File: src/rtl/mult_datapath.sv
// Shift-and-add datapath for the sequential multiplier: holds operands, partial
// product and iteration count, and publishes the A_WIDTH x 64 product.
module mult_datapath #(
    parameter int A_WIDTH = 64
) (
    input  logic                   clk,
    input  logic                   reset,
    input  logic [A_WIDTH-1:0]     a,
    input  logic [63:0]            b,
    input  logic                   s,
    input  logic                   en1,
    input  logic                   en2,
    output logic                   not64,
    output logic [A_WIDTH+63:0]    product,
    output logic                   done
);
    localparam int P_W = A_WIDTH + 64;
    localparam logic [6:0] CNT_END = 7'd64;

    logic [A_WIDTH-1:0] areg_q, areg_d;
    logic [A_WIDTH-1:0] hi_q, hi_d;
    logic [63:0]        lo_q, lo_d;
    logic [6:0]         cnt_q, cnt_d;
    logic [P_W-1:0]     product_q, product_d;
    logic               done_q, done_d;

    // One multiplier bit per step: the carry out of the add lands in the top
    // bit of hi after the shift, so nothing is lost.
    function automatic logic [P_W-1:0] shift_add(
        input logic [A_WIDTH-1:0] hi_v,
        input logic [63:0]        lo_v,
        input logic [A_WIDTH-1:0] m_v
    );
        logic [A_WIDTH:0] sum;
        logic [P_W:0]     cat;
        sum = {1'b0, hi_v} + (lo_v[0] ? {1'b0, m_v} : {(A_WIDTH+1){1'b0}});
        cat = {sum, lo_v};
        return cat[P_W:1];
    endfunction

    always_comb begin
        areg_d    = areg_q;
        hi_d      = hi_q;
        lo_d      = lo_q;
        cnt_d     = cnt_q;
        product_d = en2 ? {hi_q, lo_q} : product_q;
        done_d    = en2;
        if (en1) begin
            if (!s) begin
                areg_d = a;
                lo_d   = b;
                hi_d   = '0;
                cnt_d  = '0;
            end else if (cnt_q != CNT_END) begin
                // Once cnt reaches 64 the controller's extra iterate cycle must not step again.
                {hi_d, lo_d} = shift_add(hi_q, lo_q, areg_q);
                cnt_d        = cnt_q + 7'd1;
            end
        end
    end

    always_ff @(posedge clk) begin
        if (reset) begin
            areg_q    <= '0;
            hi_q      <= '0;
            lo_q      <= '0;
            cnt_q     <= CNT_END;
            product_q <= '0;
            done_q    <= 1'b0;
        end else begin
            areg_q    <= areg_d;
            hi_q      <= hi_d;
            lo_q      <= lo_d;
            cnt_q     <= cnt_d;
            product_q <= product_d;
            done_q    <= done_d;
        end
    end

    assign not64   = (cnt_q != CNT_END);
    assign product = product_q;
    assign done    = done_q;
endmodule

File: config.mk
export PLATFORM = sky130hd
export DESIGN_NAME = mult_datapath
export DESIGN_NICKNAME = d
export VERILOG_FILES = /design/src/rtl/mult_datapath.sv
export SDC_FILE = /design/constraint.sdc
export NUM_CORES = 1
export LEC_CHECK = 0
export ABC_AREA = 1
export CAP_MARGIN = 20
export CORE_UTILIZATION = 40
export CTS_BUF_LIST = sky130_fd_sc_hd__clkbuf_8
export DETAILED_ROUTE_END_ITERATION = 12
export GPL_TIMING_DRIVEN = 0
export PLACE_DENSITY_LB_ADDON = 0.3
export SYNTH_ARGS = -nofsm -noshare
export SYNTH_HDL_FRONTEND = slang
export SYNTH_SLANG_ARGS = --single-unit
File: constraint.sdc
create_clock -name clk -period 3.5 [get_ports clk]
set_input_delay 0.35 -clock clk [delete_from_list [all_inputs] [get_ports clk]]
set_output_delay 0.35 -clock clk [all_outputs]
set_load 0.005 [all_outputs]
Word level (Yosys, flattened, before mapping)
Cells that the tools add are included.
{"block": "classes", "addsub": 2, "n_eq_ne": 2, "mux": 7, "bitwise": 1, "reduce_logical": 2}
{"operator": "64-bit two-way mux", "count": 5}
{"operator": "64-bit by 64-bit adder with 65-bit output", "count": 1}
{"operator": "7-bit two-way mux", "count": 2}
{"operator": "7-bit by 1-bit adder with 7-bit output, second input constant", "count": 1}
{"operator": "7-bit inequality test, second input constant", "count": 1}
{"operator": "2-bit AND reduction", "count": 2}
{"operator": "2-bit by 1-bit inequality test with 1-bit output, second input constant", "count": 1}
{"operator": "1-bit NOT", "count": 1}
{"block": "totals", "register_bits": 328, "inputBits": 133, "word_cells": 20}

Logic depth before layout (Yosys ltp)
Gate-level depths: netlist (run 1).
{"block": "logic_depth", "word_depth": 4, "ltp_mapped": 20, "ltp_nobuf": 18}

Worst setup path after synthesis (run 1)
No wires, ideal clock.
{"block": "synth_path", "path_kind": "reg2reg", "start": "reg lo_q[0]", "end": "reg hi_q[63]", "setup_time_ns": 0.070, "arrival_ns": 2.467, "t_required_ns": 3.430, "path_slack_ns": 0.962, "stages_incl_launch_ff": 21, "path_buffers": 2, "synth_period_minus_slack_ns": 2.538, "path_cell_list": "dfxtp_1 > clkbuf_1 > buf_1 > nand2_1 > inv_1 > ha_1 > inv_1 > fa_1 > inv_1 > nand3_1 > nand2_1 > nand2_1 > nand2_1 > nand2_1 > nand2_1 > nand2_1 > nand2_1 > nand3_1 > nand2_1 > nand2_1 > a21oi_1"}
{"block": "synth_via", "elab_chain_cells": 4}
{"item": "from (decl)", "line": "22", "rtl": "logic [63:0] lo_q, lo_d;"}
{"item": "from (signal assigned)", "line": "73", "rtl": "lo_q <= lo_d;"}
{"item": "64-bit two-way mux", "line": "36", "rtl": "sum = {1'b0, hi_v} + (lo_v[0] ? {1'b0, m_v} : {(A_WIDTH+1){1'b0}});"}
{"item": "64-bit by 64-bit adder with 65-bit output", "line": "36"}
{"item": "64-bit two-way mux", "line": "54", "rtl": "end else if (cnt_q != CNT_END) begin"}
{"item": "64-bit two-way mux", "line": "49", "rtl": "if (!s) begin"}
{"item": "to (signal assigned)", "line": "72", "rtl": "hi_q <= hi_d;"}
{"item": "to (decl)", "line": "21", "rtl": "logic [A_WIDTH-1:0] hi_q, hi_d;"}
Every way passes these cells. The select of a mux whose other input is x is not followed.
A chain may end at the register's enable or synchronous reset.

Worst setup path after layout (run 1)
{"block": "layout_path", "start": "reg lo_q[0]", "end": "reg hi_q[39]"}
The elaborated chain is that of the path after synthesis.

==> results.md, run 1 <==
| Result | Value |
|---|---|
| Run status | complete, but fails checks |
| Failing checks | DRC |
| Die height | 214 um |
| Die Width | 214 um |
| Max-Cap Viols | 0 |
| Maximum level of the CTS H-tree | 2 |
| Async set-reset flop share out of synthesis | 0% |
| Post-detailed-route DRC marker count | 2 |
| DP Area | 0.0214 mm2 |
| Type of the worst min-delay path | primary input to flip-flop |
| Peak Freq | 0.327 GHz |
| Root Buffer | clkbuf_8 |
| Crit. End Element | flip-flop |
| Fraction of final layout cells with drive strength greater than 1 | 4.52% |
| Post-synth EDFFs | 0 |
| Power Total | 8.77 mW |
| Final wirelength | 59.4 mm |
| Initial antenna violation count | 6 |
| Final hold violation count | 0 |
| Routed WL per cell | 15.3 um |
| Gp weighted congestion | 1.02 |
| Global-route wire length before repair | 93.5 mm |
| Count of standard-cell rows | 77 |
| Max-slew violation count | 0 |
| Setup slack at placement | -0.506 ns |
| TritonCTS clock tree | built |
| Final critical-path required period | 3.06 ns |
| Leakage | 11.1 nW |
| PD cells | 388 mW/mm2 |
| Least-Margin Pin Slew | 1.15 ns |
| HPWL after detailed placement | 46.6 mm |
| Setup repair after global routing missed its margin | no |
| Effective utilization at floorplan | 40.7% |
| Buffer levels on the longest clock path | 3 |
| Worst ir drop on vdd | 0.000327 V |
| Post-route fraction of the period consumed by the critical path | 87.4% |
| Synth-to-Final Area Change | 25.3% |
| Post-layout net count | 3455 |
| Worst skew pair latency | 0.69 ns |
| Headroom to the max-slew limit | 23.3% |
| Final instance area | 0.0226 mm2 |
| Net Count, Synth | 3137 |
| Gate count of the mapped netlist | 2937 |
| Seq cells post-synth | 328 |
| Antenna Nets Post-Route | 0 |
| Worst EP required | 4.10 ns |
| Sequential element share of the synthesized area | 36.4% |
| # placed instances | 3791 |
| Total Neg Setup Slack | 0 ns |
| CP arrival | 3.66 ns |
| Cell taking the most area after synthesis | dfxtp_1 |
| Number of setup violations in the final report | 0 |
| Total clock buffers created by CTS | 56 |
| Clock Skews | 0.0420 ns |
| Die ar. | 0.0459 mm2 |
| Fraction of the core area covered by cells at the end of the flow | 51.0% |
| Via count of the first global-routing pass | 17.7k |
| Clock slew at the register clock pins of the worst setup and hold paths | 0.06 ns |
| Most common cell in the netlist | nand2_1 |
| Number of synthesis warnings | 0 |
| Number of post-CTS setup repair buffers | 0 |
| Category of the most critical setup path | flip-flop to flip-flop |
| Via count | 18.8k |
| 1st-pass router iterations | 9 |
| Pin count of the biggest net entering global routing | 22 |
| Total global routing track utilization | 25.4% |
| Area of the core | 0.0443 mm2 |
| Count of buffers inserted at the top-level ports | 261 |
| Number of violations reported at the end of detailed-routing iteration 0 | 1161 |
| Number of placed I/O pins | 263 |
| Count of distinct cell types in the synthesized netlist | 36 |
| Critical Path Source Type | flip-flop |
| Cell area after synthesis | 0.0180 mm2 |
| Share of the synthesized area in the top cell type | 36.4% |
| Main area contributors after synthesis | dfxtp_1, nand2_1, nor2_1 |
| Vias per cell | 4.83 |
| Post-Syn Area per Cell | 6.14 um2 |
| Primary flip-flop cell chosen by synthesis mapping | dfxtp_1 |
| Max FO, Critical Path | 21 |
| Worst Hold Slack | 0.102 ns |
| Non-Filler Instances | 3889 |
| Setup slack of the critical path after layout | 0.443 ns |
| Total of hold buffers inserted after clock tree synthesis | 0 |
| Total grt overflow | 0 |
| Clock sink count | 328 |
| Synth cell count leaders | nand2_1, nor2_1, inv_1 |
-- final timing paths --
path,slack (ns),cells after the start,from,end
setup reg to reg,0.44,14,lo_q[0],hi_q[39]
setup / recovery,0.44,14,lo_q[0],hi_q[39]
hold / removal,0.10,3,en2,product[21]
hold reg to reg,0.48,2,lo_q[33],lo_q[32]
-- cells in the final DEF, fill, tap and decap left out, drive strengths merged --
cell type      Yosys  final
a211oi             1      1
a21o               2      2
a21oi            123    123
a31oi             64     64
and2               1      1
and3               1      1
buf               29     29
bufinv             0      1
clkbuf            96    170
clkdlybuf4s50      0    261
clkinv             0      3
clkinvlp           0      1
dfxtp            328    328
diode              0      2
fa                 1      1
ha                66     66
inv              414    432
nand2            874    874
nand3            112    112
nand3b             4      4
nand4             10     10
nor2             490    490
nor3              17     17
nor3b              2      2
nor4               2      2
o21ai            275    275
o21bai             1      1
o31a               1      1
or2               21     21
xnor2              1      1
xor2               1      1
-- critical path: stages (launching register included) --
cell and delay, ns:
dfxtp_4 0.57, buf_1 0.37, nand2_1 0.09, inv_1 0.07, ha_1 0.19, nand2_1 0.14, nor2_1 0.27, nand2_1 0.15
nor2_1 0.12, nand2_1 0.06, nand3_1 0.24, nand3_1 0.21, nand3b_1 0.14, nand3_1 0.15, a21oi_1 0.17
-- power breakdown --
| part | total [mW] | switching [mW] | internal (mW) | leakage [nW] |
|---|---|---|---|---|
| Sequential | 4.08 | 0.137 | 3.94 | 2.69 |
| Clock | 3.65 | 1.65 | 1.99 | 0.667 |
| Combinational | 1.05 | 0.560 | 0.486 | 7.70 |
| Total | 8.77 | 2.35 | 6.42 | 11.1 |
-- metal layers --
layer | share of wire, % | up-vias | wire (um) | GRT usage [%]
met5 | 0.082 | - | 49 | 0
met4 | 3.2 | 8 | 1910 | 9.07
met3 | 8.5 | 120 | 5030 | 6.64
met2 | 44 | 563 | 26300 | 41.9
met1 | 44 | 8305 | 26100 | 32.0
li1 | - | 9777 | - | -
-- layout make-up --
| type | instances | area [um2] |
|---|---|---|
| clock buffers | 75 | 1030 |
| clock inverters | 23 | 154 |
| fillers | 4741 | 21700 |
| repair buffers | 262 | 2640 |
| multi-input cells | 2070 | 9400 |
| diodes | 2 | 5.00 |
| inverters | 414 | 1550 |
| flip-flops and latches | 328 | 6570 |
| well taps | 592 | 741 |
| plain buffers | 123 | 499 |
-- logic make-up (layout without fill, tap and decap cells) --
logic type               after synthesis  after routing  share of synthesized area (%)
buffers and inverters                539            897                           11.4
other                                  0              2                              0
XOR/XNOR                               2              2                         0.0972
adder cells (fa/ha/maj)               67             67                           4.69
AO/OA/AOI/OAI                        467            467                           13.5
AND/OR/NAND/NOR                     1534           1534                           33.8
flip-flops                           328            328                           36.4
-- registers in the layout, summed over array words and instances, names as in the netlist --
name / cells
product: 128
areg_q: 64
hi_q: 64
lo_q: 64
cnt_q: 7
done: 1
-- repair_timing --
action	in CTS	in global routing
gates resized for setup	1	1
setup endpoints to repair	52	1
pin swaps	0	0
Note: power is estimated with default switching activity, not from simulation.
==> run 2: changes to the inputs <==
==> constraint.sdc (replaced) <==
create_clock -name clk -period 3.5 [get_ports clk]
set_input_delay 0.35 -clock clk [delete_from_list [all_inputs] [get_ports clk]]
set_output_delay 0.35 -clock clk [all_outputs]
set_load 0.05 [all_outputs]
==> results of run 2 <==
Same layout as run 1 (identical final DEF). Status: complete, but fails checks: DRC.
Main changes from that run: total power 8.77 mW -> 9.06 mW; worst IR drop on VDD 0.000327 V -> 0.000339 V
